$ cat config.mk
export PLATFORM = sky130hd
export DESIGN_NAME = mbus_ice_driver_tx_gen
export DESIGN_NICKNAME = d
export VERILOG_FILES = /design/src/rtl/mbus_ice_driver_tx_gen.sv
export SDC_FILE = /design/constraint.sdc
export NUM_CORES = 1
export LEC_CHECK = 0
export ABC_AREA = 1
export CAP_MARGIN = 25
export CORE_MARGIN = 5
export CORE_UTILIZATION = 53
export DETAILED_ROUTE_END_ITERATION = 10
export PLACE_DENSITY = 0.78
export SLEW_MARGIN = 10
export SYNTH_ARGS = -nofsm -noshare
export SYNTH_HDL_FRONTEND = slang
export SYNTH_SLANG_ARGS = --single-unit
$ cat constraint.sdc
create_clock -name clk -period 2.2 [get_ports clk]
set_input_delay 0.33 -clock clk [delete_from_list [all_inputs] [get_ports clk]]
set_output_delay 0.33 -clock clk [all_outputs]
set_load 0.02 [all_outputs]
$ cat src/rtl/mbus_ice_driver_tx_gen.sv
// ICE-to-MBus transmit driver: packs the bus-interface char stream into an MBus address
// word and data words, then runs the txreq/txack/txsucc handshake with timeout and ACK/NAK.
module mbus_ice_driver_tx_gen #(
    parameter int unsigned DATA_BYTES     = 4,
    parameter int unsigned SHORT_ADDR_EN  = 1,
    parameter int unsigned TIMEOUT_CYCLES = 65535,
    parameter int unsigned TO_W           = 16,
    parameter int unsigned CNT_W          = 16
) (
    input  logic                    clk,
    input  logic                    reset,
    input  logic                    tx_frame_valid,
    input  logic                    tx_char_valid,
    input  logic [7:0]              tx_char,
    input  logic                    tx_char_pending,
    output logic                    tx_char_advance,
    output logic [31:0]             tx_mbus_txaddr,
    output logic [8*DATA_BYTES-1:0] tx_mbus_txdata,
    output logic [3:0]              tx_mbus_txbytes,
    output logic                    tx_mbus_txreq,
    output logic                    tx_mbus_txpend,
    input  logic                    tx_mbus_txack,
    input  logic                    tx_mbus_txfail,
    input  logic                    tx_mbus_txsucc,
    output logic                    tx_mbus_txresp_ack,
    output logic                    tx_gen_ack,
    output logic                    tx_gen_nak,
    input  logic                    tx_acknak_valid,
    output logic                    tx_timeout,
    output logic [CNT_W-1:0]        tx_word_cnt
);

    localparam int unsigned DW    = 8 * DATA_BYTES;
    localparam int unsigned IDX_W = 3;
    localparam logic [IDX_W-1:0] LAST_DATA_IDX = IDX_W'(DATA_BYTES - 1);
    localparam logic [IDX_W-1:0] LAST_ADDR_IDX = IDX_W'(3);
    localparam logic [TO_W-1:0]  TO_LAST       = TO_W'(TIMEOUT_CYCLES - 1);
    localparam logic             TO_EN         = (TIMEOUT_CYCLES != 0);
    localparam logic             SHORT_EN      = (SHORT_ADDR_EN != 0);
    localparam logic [5:0]       FULL_SHIFT    = 6'(8 * (DATA_BYTES - 1));

    typedef enum logic [2:0] {
        S_IDLE, S_ADDR, S_DATA, S_WAIT, S_TXREQ, S_TXACK, S_TXSUCC, S_RESULT
    } state_t;

    state_t             state, state_nxt;
    logic [IDX_W-1:0]   idx, idx_nxt;
    logic               first_word, first_word_nxt;
    logic [31:0]        addr_nxt;
    logic [DW-1:0]      data_nxt;
    logic [3:0]         bytes_nxt;
    logic [CNT_W-1:0]   cnt_nxt;
    logic [TO_W-1:0]    to_cnt, to_cnt_nxt;
    logic [DW-1:0]      data_shift;
    logic [5:0]         pad_shift;
    logic               to_hit;

    // Data word with the incoming char appended in the LSByte; pad shift left-aligns a short final word.
    assign data_shift = DW'({tx_mbus_txdata, tx_char});
    assign pad_shift  = FULL_SHIFT - {idx, 3'b000};
    assign to_hit     = TO_EN && (to_cnt == TO_LAST);

    always_comb begin
        state_nxt          = state;
        idx_nxt            = idx;
        first_word_nxt     = first_word;
        addr_nxt           = tx_mbus_txaddr;
        data_nxt           = tx_mbus_txdata;
        bytes_nxt          = tx_mbus_txbytes;
        cnt_nxt            = tx_word_cnt;
        to_cnt_nxt         = to_cnt;
        tx_char_advance    = 1'b0;
        tx_mbus_txreq      = 1'b0;
        tx_mbus_txpend     = 1'b0;
        tx_mbus_txresp_ack = 1'b0;
        tx_gen_ack         = 1'b0;
        tx_gen_nak         = 1'b0;
        tx_timeout         = 1'b0;

        case (state)
            S_IDLE: begin
                if (tx_frame_valid) begin
                    state_nxt      = S_ADDR;
                    idx_nxt        = '0;
                    first_word_nxt = 1'b1;
                end
            end
            S_ADDR: begin
                tx_char_advance = tx_char_valid;
                if (tx_char_valid) begin
                    if ((idx == '0) && SHORT_EN && (tx_char[7:4] != 4'hF)) begin
                        addr_nxt  = {24'h0, tx_char};
                        state_nxt = S_DATA;
                        idx_nxt   = '0;
                    end else begin
                        addr_nxt = {tx_mbus_txaddr[23:0], tx_char};
                        if (idx == LAST_ADDR_IDX) begin
                            state_nxt = S_DATA;
                            idx_nxt   = '0;
                        end else begin
                            idx_nxt = IDX_W'(idx + 1'b1);
                        end
                    end
                end else if (first_word && !tx_frame_valid) begin
                    state_nxt = S_IDLE;
                end
            end
            S_DATA: begin
                tx_char_advance = tx_char_valid;
                if (tx_char_valid) begin
                    if (idx == LAST_DATA_IDX) begin
                        data_nxt  = data_shift;
                        bytes_nxt = 4'(DATA_BYTES);
                        state_nxt = S_WAIT;
                    end else if (!tx_char_pending) begin
                        data_nxt  = data_shift << pad_shift;
                        bytes_nxt = 4'(idx) + 4'd1;
                        state_nxt = S_WAIT;
                    end else begin
                        data_nxt = data_shift;
                        idx_nxt  = IDX_W'(idx + 1'b1);
                    end
                end else if (first_word && !tx_frame_valid) begin
                    state_nxt = S_IDLE;
                end
            end
            S_WAIT: begin
                to_cnt_nxt = '0;
                state_nxt  = S_TXREQ;
            end
            S_TXREQ: begin
                tx_mbus_txreq  = 1'b1;
                tx_mbus_txpend = tx_char_pending;
                if (tx_mbus_txack) begin
                    state_nxt      = S_TXACK;
                    cnt_nxt        = CNT_W'(tx_word_cnt + 1'b1);
                    first_word_nxt = 1'b0;
                end else if (to_hit) begin
                    tx_timeout = 1'b1;
                    tx_gen_nak = 1'b1;
                    state_nxt  = S_RESULT;
                end else begin
                    to_cnt_nxt = TO_W'(to_cnt + 1'b1);
                end
            end
            S_TXACK: begin
                if (!tx_mbus_txack) begin
                    if (tx_char_pending) begin
                        state_nxt = S_DATA;
                        idx_nxt   = '0;
                    end else begin
                        state_nxt  = S_TXSUCC;
                        to_cnt_nxt = '0;
                    end
                end
            end
            S_TXSUCC: begin
                // Success outranks failure, and any real response outranks the timeout.
                if (tx_mbus_txsucc) begin
                    tx_gen_ack = 1'b1;
                    state_nxt  = S_RESULT;
                end else if (tx_mbus_txfail) begin
                    tx_gen_nak = 1'b1;
                    state_nxt  = S_RESULT;
                end else if (to_hit) begin
                    tx_timeout = 1'b1;
                    tx_gen_nak = 1'b1;
                    state_nxt  = S_RESULT;
                end else begin
                    to_cnt_nxt = TO_W'(to_cnt + 1'b1);
                end
            end
            S_RESULT: begin
                tx_mbus_txresp_ack = 1'b1;
                if (!tx_acknak_valid) begin
                    state_nxt = S_IDLE;
                end
            end
            default: state_nxt = S_IDLE;
        endcase
    end

    always_ff @(posedge clk or negedge reset) begin
        if (!reset) begin
            state           <= S_IDLE;
            idx             <= '0;
            first_word      <= 1'b0;
            tx_mbus_txaddr  <= '0;
            tx_mbus_txdata  <= '0;
            tx_mbus_txbytes <= '0;
            tx_word_cnt     <= '0;
            to_cnt          <= '0;
        end else begin
            state           <= state_nxt;
            idx             <= idx_nxt;
            first_word      <= first_word_nxt;
            tx_mbus_txaddr  <= addr_nxt;
            tx_mbus_txdata  <= data_nxt;
            tx_mbus_txbytes <= bytes_nxt;
            tx_word_cnt     <= cnt_nxt;
            to_cnt          <= to_cnt_nxt;
        end
    end

endmodule

==> results.md, run 1 <==
* Cell taking the most area after synthesis: dfrtp_1
* DRT Pass-1 Iters at 5
* Clock Skew at 0.0221 ns
* First-pass GRT wire length at 25.9 mm
* Number of synthesized register bits at roughly 110
* Area of placed instances at slightly above 0.007 sq mm
* Final period demand of the worst path at 2.14 ns
* ANT nets after route at 0
* DP Wirelength at between 10 and 15 mm
* # clock sinks at around 110
* Worst-Skew Late Latency at 0.39 ns
* Number of max-cap violations at 0
* Synth unique cells at 34
* Buffers on Ports at 107
* Post-Synthesis Cells at 756
* Area of the core at 0.0109 sq mm
* I/O pin cnt at between 100 and 150
* Synth warnings at 0
* Final period utilization at 0.972
* Max Freq at 468 MHz
* Number of DRC markers in iteration 0 at around 570
* Synth Area per Inst at ~7.8 sq um
* Layout area overhead at 25.8%
* Top cell type's share of synthesized area at 0.454
* Die ar. at ~0.013 sq mm
* Clk slew on worst S/H paths at 0.12 ns
* Non-filler cells, final at about 1000
* Reg2reg start: idx[0]$_DFFE_PN0P_
* Residual DRC at 0
* Vias in the first global route at around 5400
* RSZ-0062 raised after global routing: false
* Leakage at 3.35 nW
* Top cells by area, synth: dfrtp_1 45%, nand2_1 12%, o21ai_0 6.5%, inv_1 5.7%, nand3_1 3.8%
* Rows at 38
* Tot GR Track Use at 0.241
* Cell Area, Synth at 0.00590 sq mm
* HP Class: primary input to asynchronous set/reset pin
* Fin. Hold Viols at 0
* ANT cells at 0
* CTS tree: built
* Number of CTS-inserted buffers at 9
* Die extent in x at 115 um
* Crit. Startpoint: to_cnt[0]$_DFFE_PN0P_
* Endpoints failing setup at 0
* Initial antenna violation count at 0
* VDD IR max at 0.701 mV
* Vias at approximately 5600
* Clock Path Buffers at 2
* Commonest non-fill, non-tap cell in the layout: nand2_1
* Most used DFF post-synth: dfrtp_1
* Worst Path Max Fanout at 3
* Syn Nets at 780
* Avg WL per Cell at ~15 um
* Cell area after layout at approximately 0.0074 sq mm
* Share of layout cells above drive strength 1 at 0.0930
* Final slew viol count at 0
* Crit start category: flop
* Synth async-reset ratio at 1.00
* Seq/Total Area, Yosys at 0.454
* Crit path kind: flop to primary output
* Largest net degree at the start of global routing at 55
* Post-DR vias/cell at approximately 5.5
* # nets final at ~900
* Worst Max-Slew Pin Slew at around 0.45 ns
* Status: complete, no violations
* Arr. time, crit path at ~1.8 ns
* Dpl cells at 1005
* Most frequent cells in the layout: 193 x nand2_1, 106 x dfrtp_1, 100 x clkdlybuf4s50_1, 88 x inv_1, 76 x o21ai_0
* Crit. End Element: primary output
* Post-synth EDFFs at 0
* Total wire length at 15.7 mm
* Grt ovf at 0
* # H-tree levels at 3
* Final GP Congestion at around 0.93
* CTS root buf: clkbuf_8
* Rel. slew slack at 0.694
* Die Y at between 100 and 150 um
* Initial core utilization at 0.541
* Power per cell area at approximately 1200 mW/mm^2
* Worst endpoint required time at 1.87 ns
* Post-CTS Setup Inserts at 0
cell type report:
type | instances | area, sq um
multi-input combinational | 524 | 2690
timing repair buffer | 140 | 1340
fill | 936 | 3470
clock inverter | 5 | 45.0
sequential | 107 | 2680
clock buffer | 11 | 131
inverter | 95 | 357
tap | 140 | 175
worst paths after layout:
kind	end	slack, ns	cells past startpoint
max reg2reg	tx_mbus_txdata[9]$_DFFE_PN0P_	0.31	8
max in group asynchronous	tx_mbus_txaddr[5]$_DFFE_PN0P_	1.12	3
min	tx_mbus_txdata[12]$_DFFE_PN0P_	0.40	2
min reg2reg	tx_mbus_txaddr[28]$_DFFE_PN0P_	0.50	2
min in group clk	tx_mbus_txaddr[28]$_DFFE_PN0P_	0.50	2
max	tx_timeout	0.06	7
kinds of logic after synthesis:
family                     share of synthesized area
AOI/OAI and AO/OA                              0.169
adders and majority gates                     0.0149
buffers and inverters                         0.0923
xor gates and xnor gates                      0.0253
DFF                                            0.454
and+or+nand+nor                                0.245
critical path: stages, from the launching register on:
cell and delay, ns:
dfrtp_1 0.40, inv_2 0.08, ha_4 0.13, nand4_1 0.12, nor2_2 0.19, nand2_1 0.09, o31ai_2 0.24, buf_4 0.19
registers in the layout, summed over array words and instances, names as in the netlist:
signal           flops
first_word           1
idx                  3
state                3
to_cnt              16
tx_mbus_txaddr      32
tx_mbus_txbytes      4
tx_mbus_txdata      32
tx_word_cnt         16
repair_timing:
| item | in CTS | in global routing |
|---|---|---|
| pin swaps | 1 | 5 |
| hold buffers | 1 | 0 |
| resized for setup | 16 | 6 |
| endpoints found under the setup margin | 5 | 5 |
| hold endpoints to repair | 27 | 0 |
per-layer routing:
metal / global-route usage / wire, um
met1: 0.323 / 6860
met2: 0.402 / 7630
met3: 0.0345 / 911
met4: 0.0876 / 302
met5: 0 / 0
stage by stage:
step	utilization	setup WS (ns)	power, mW	setup TNS, ns	hold slack, ns
global placement	0.663	0.0288	7.73	0	0.276
CTS	0.680	0.00494	9.00	0	0.396
floorplan	-	0.308	5.84	0	0.0344
detailed placement	0.663	-0.0618	7.83	-0.0618	0.282
finish	0.681	0.0627	8.97	0	0.401
global route	0.681	0.00257	9.55	0	0.436
power by group:
group | switching, mW | internal [mW] | total [mW]
logic | 2.57 | 1.94 | 4.52
registers | 0.668 | 2.63 | 3.30
clock network | 0.724 | 0.432 | 1.16
synth_stat cells (all sizes together), types with 2 or more instances:
cell type / count
nand2: 197
nand4: 17
a21oi: 26
o31ai: 2
buf: 22
o21a: 8
xor2: 14
nor2: 57
ha: 7
o211ai: 8
o22ai: 24
a2bb2oi: 8
a22oi: 8
xnor2: 3
o21ai: 85
clkbuf: 8
nand3: 47
nor3: 11
dfrtp: 107
inv: 94
No activity file was read; power rests on OpenSTA's default activity.
==> run 2, diff against run 1 <==
Settings changed: CORE_UTILIZATION 53 to 55, CTS_BUF_LIST set to sky130_fd_sc_hd__clkbuf_4, PLACE_DENSITY 0.78 to 0.8, SLEW_MARGIN 10 to 25.
==> run 2 against run 1 <==
Clock skew grew 0.014 ns; die area shrank 3.3%; worst setup slack gained 0.0028 ns; first-iteration DRC count shrank 7.8%; critical endpoint is now tx_gen_nak; highest routed layer unchanged.
==> results.md, run 2 (same netlist as run 1, synthesis figures left out) <==
* Grt ovf at 0 (unchanged)
* CP max stage cell: dfrtp_1 (unchanged)
* Final GP Congestion at 0.892 (was 0.929)
* Reg area at 0.00268 sq mm (about the same)
* Area of the core at 0.0104 sq mm (was 0.0109 sq mm)
* ANT nets after route at 0 (unchanged)
* Crit path kind: flop to primary output (unchanged)
* Avg WL per Cell at 15.2 um (was 15.4 um)
* P_int at 4.87 mW (was 5.01 mW)
* Die Y at 114 um (was 115 um)
* Fillers at 849 (was 936)
* Met3 Wirelength at 1.42 mm (was 911 um)
* Leakage at 3.34 nW (was 3.35 nW)
* VDD IR max at 0.680 mV (was 0.701 mV)
* Dpl cells at 999 (was 1005)
* Setup slack, reg-to-reg at 0.14 ns (was 0.31 ns)
* Final slew viol count at 0 (unchanged)
* Initial antenna violation count at 0 (unchanged)
* # nets final at 905 (was 901)
* Leading registers by flop count: tx_mbus_txaddr: 32 flops, tx_mbus_txdata: 32 flops (unchanged)
* Final period utilization at 0.970 (was 0.972)
* Metal2 WL at 7.18 mm (was 7.63 mm)
* Non-filler cells, final at 1022 (unchanged)
* First-pass GRT wire length at 25.5 mm (was 25.9 mm)
* Arr. time, crit path at 1.80 ns (was 1.81 ns)
* Clock power frac at 0.108 (was 0.129)
* Final period demand of the worst path at 2.13 ns (was 2.14 ns)
* Clock Path Buffers at 2 (unchanged)
* Clk slew on worst S/H paths at 0.16 ns (was 0.12 ns)
* Die extent in x at 114 um (was 115 um)
* Multi-input gate area at 0.00271 sq mm (was 0.00269 sq mm)
* Worst-Skew Late Latency at 0.47 ns (was 0.39 ns)
* Worst Path Max Fanout at 3 (unchanged)
* Endpoints failing setup at 0 (unchanged)
* HP Class: primary input to asynchronous set/reset pin (unchanged)
* Rel. slew slack at 0.612 (was 0.694)
* Fin. Hold Viols at 0 (unchanged)
* Crit-path most repeated cell: nand3_2
* Buffers on Ports at 107 (unchanged)
* Crit-path cells: inv_2 -> ha_4 -> nand4_1 -> nor2_2 -> nand3_2 -> nand2_2 -> nand3_2 -> nand2_1 -> buf_6 (was inv_2 -> ha_4 -> nand4_1 -> nor2_2 -> nand2_1 -> o31ai_2 -> buf_4)
* I/O pin cnt at 108 (unchanged)
* Crit start category: flop (unchanged)
* Combinational power share at 0.518 (was 0.503)
* CTS tree: built (unchanged)
* Die ar. at 0.0129 sq mm (was 0.0133 sq mm)
* Number of max-cap violations at 0 (unchanged)
* Post-DR vias/cell at 5.60 (was 5.47)
* Vias at 5723 (was 5593)
* Largest net degree at the start of global routing at 48 (was 55)
* Rows at 37 (was 38)
* Total wire length at 15.6 mm (was 15.7 mm)
* NetSw at 3.91 mW (was 3.96 mW)
* Vias in the first global route at 5395 (was 5439)
* DP Wirelength at 11.4 mm (was 11.6 mm)
* ANT cells at 0 (unchanged)
* Reg2Reg Depth at 8 (unchanged)
* Crit-path max cell delay at 0.43 ns (was 0.40 ns)
* Share of layout cells above drive strength 1 at 0.106 (was 0.0930)
* Max Freq at 468 MHz (about the same)
* Number of CTS-inserted buffers at 9 (unchanged)
* Post-Route Setup TNS at 0 ns (unchanged)
* Power per cell area at 1190 mW/mm^2 (was 1210 mW/mm^2)
* Max layer used: met4 (unchanged)
* Crit. Startpoint: to_cnt[0]$_DFFE_PN0P_ (unchanged)
* Sequential share of power at 0.374 (was 0.368)
* Clock Skew at 0.0360 ns (was 0.0221 ns)
* DRT Pass-1 Iters at 5 (unchanged)
* Layout area overhead at 25.4% (was 25.8%)
* # H-tree levels at 3 (unchanged)
* Worst Max-Slew Pin Slew at 0.581 ns (was 0.455 ns)
* Initial core utilization at 0.569 (was 0.541)
* Met1 WL at 6.52 mm (was 6.86 mm)
* Worst endpoint required time at 1.87 ns (about the same)
* RSZ-0062 raised after global routing: true (was false)
* Worst slack at placement at -0.00922 ns (was -0.0618 ns)
* Commonest non-fill, non-tap cell in the layout: nand2_1 (unchanged)
* Residual DRC at 0 (unchanged)
* Tot GR Track Use at 0.241 (about the same)
* Crit. End Element: primary output (unchanged)
* Setup crit end: tx_gen_nak (was tx_timeout)
* Fin util at 0.713 (was 0.681)
* # clock sinks at 107 (unchanged)
* Fin worst setup slack at 0.0655 ns (was 0.0627 ns)
* Status: complete, no violations (unchanged)
* Number of DRC markers in iteration 0 at 521 (was 565)
* Reg-to-reg endpoint: tx_mbus_txdata[10]$_DFFE_PN0P_ (was tx_mbus_txdata[9]$_DFFE_PN0P_)
* Sw frac at 0.445 (was 0.442)
* Reg2reg start: idx[0]$_DFFE_PN0P_ (unchanged)
* Most frequent cells in the layout: 192 x nand2_1, 104 x dfrtp_1, 99 x clkdlybuf4s50_1, 88 x inv_1, 76 x o21ai_0 (was 193 x nand2_1, 106 x dfrtp_1, 100 x clkdlybuf4s50_1, 88 x inv_1, 76 x o21ai_0)
* CTS root buf: clkbuf_4 (was clkbuf_8)
run 2: how the worst min path moves through the flow:
stage	start	end	depth (start not counted)
detailed placement	reset	tx_word_cnt[3]$_DFFE_PN0P_	1
floorplan	reset	first_word$_DFFE_PN0P_	0
finish	reset	tx_word_cnt[3]$_DFFE_PN0P_	2
CTS	reset	tx_mbus_txaddr[1]$_DFFE_PN0P_	2
global route	reset	tx_word_cnt[3]$_DFFE_PN0P_	2
global placement	reset	tx_word_cnt[3]$_DFFE_PN0P_	1
run 2: per-layer routing:
metal | track usage | up-vias
met5 | 0 | -
met4 | 0.0897 | 0
met3 | 0.0456 | 39
met2 | 0.383 | 278
met1 | 0.329 | 2662
li1 | - | 2744
run 2: critical path, delay by kind of cell (launching register included):
kind	cells	cell delay (ns)
buffers and inverters	2	0.20
DFF	1	0.43
adders and majority gates	1	0.12
and+or+nand+nor	6	0.62
run 2: stage by stage:
step / power (mW) / hold WS (ns) / instance area [sq um]
global placement: 7.68 / 0.360 / 7180
global route: 9.39 / 0.428 / 7390
CTS: 8.79 / 0.394 / 7350
detailed placement: 7.79 / 0.360 / 7180
finish: 8.78 / 0.388 / 7390
floorplan: 5.84 / 0.0344 / 5900
run 2: cell type report:
class                      instances  area share
multi-input combinational        524       0.366
clock buffer                      11      0.0112
sequential                       107       0.363
timing repair buffer             144       0.183
clock inverter                     5     0.00626
inverter                          95      0.0482
tap                              136      0.0230
run 2: power groups by stage:
| stage | logic (mW) | registers [mW] | clock network, mW |
|---|---|---|---|
| floorplan | 1.95 | 3.89 | 0 |
| global placement | 4.40 | 3.28 | 0 |
| detailed placement | 4.48 | 3.31 | 0 |
| CTS | 4.54 | 3.27 | 0.976 |
| global route | 4.94 | 3.38 | 1.07 |
| finish | 4.54 | 3.28 | 0.950 |
run 2: repair_timing:
action / CTS / global route
resized for setup: 21 / 12
pin swaps: 4 / 5
buffers inserted: 3 / 3
endpoints found under the setup margin: 7 / 10
endpoints found under the hold margin: 43 / 0
hold buffers: 1 / 0
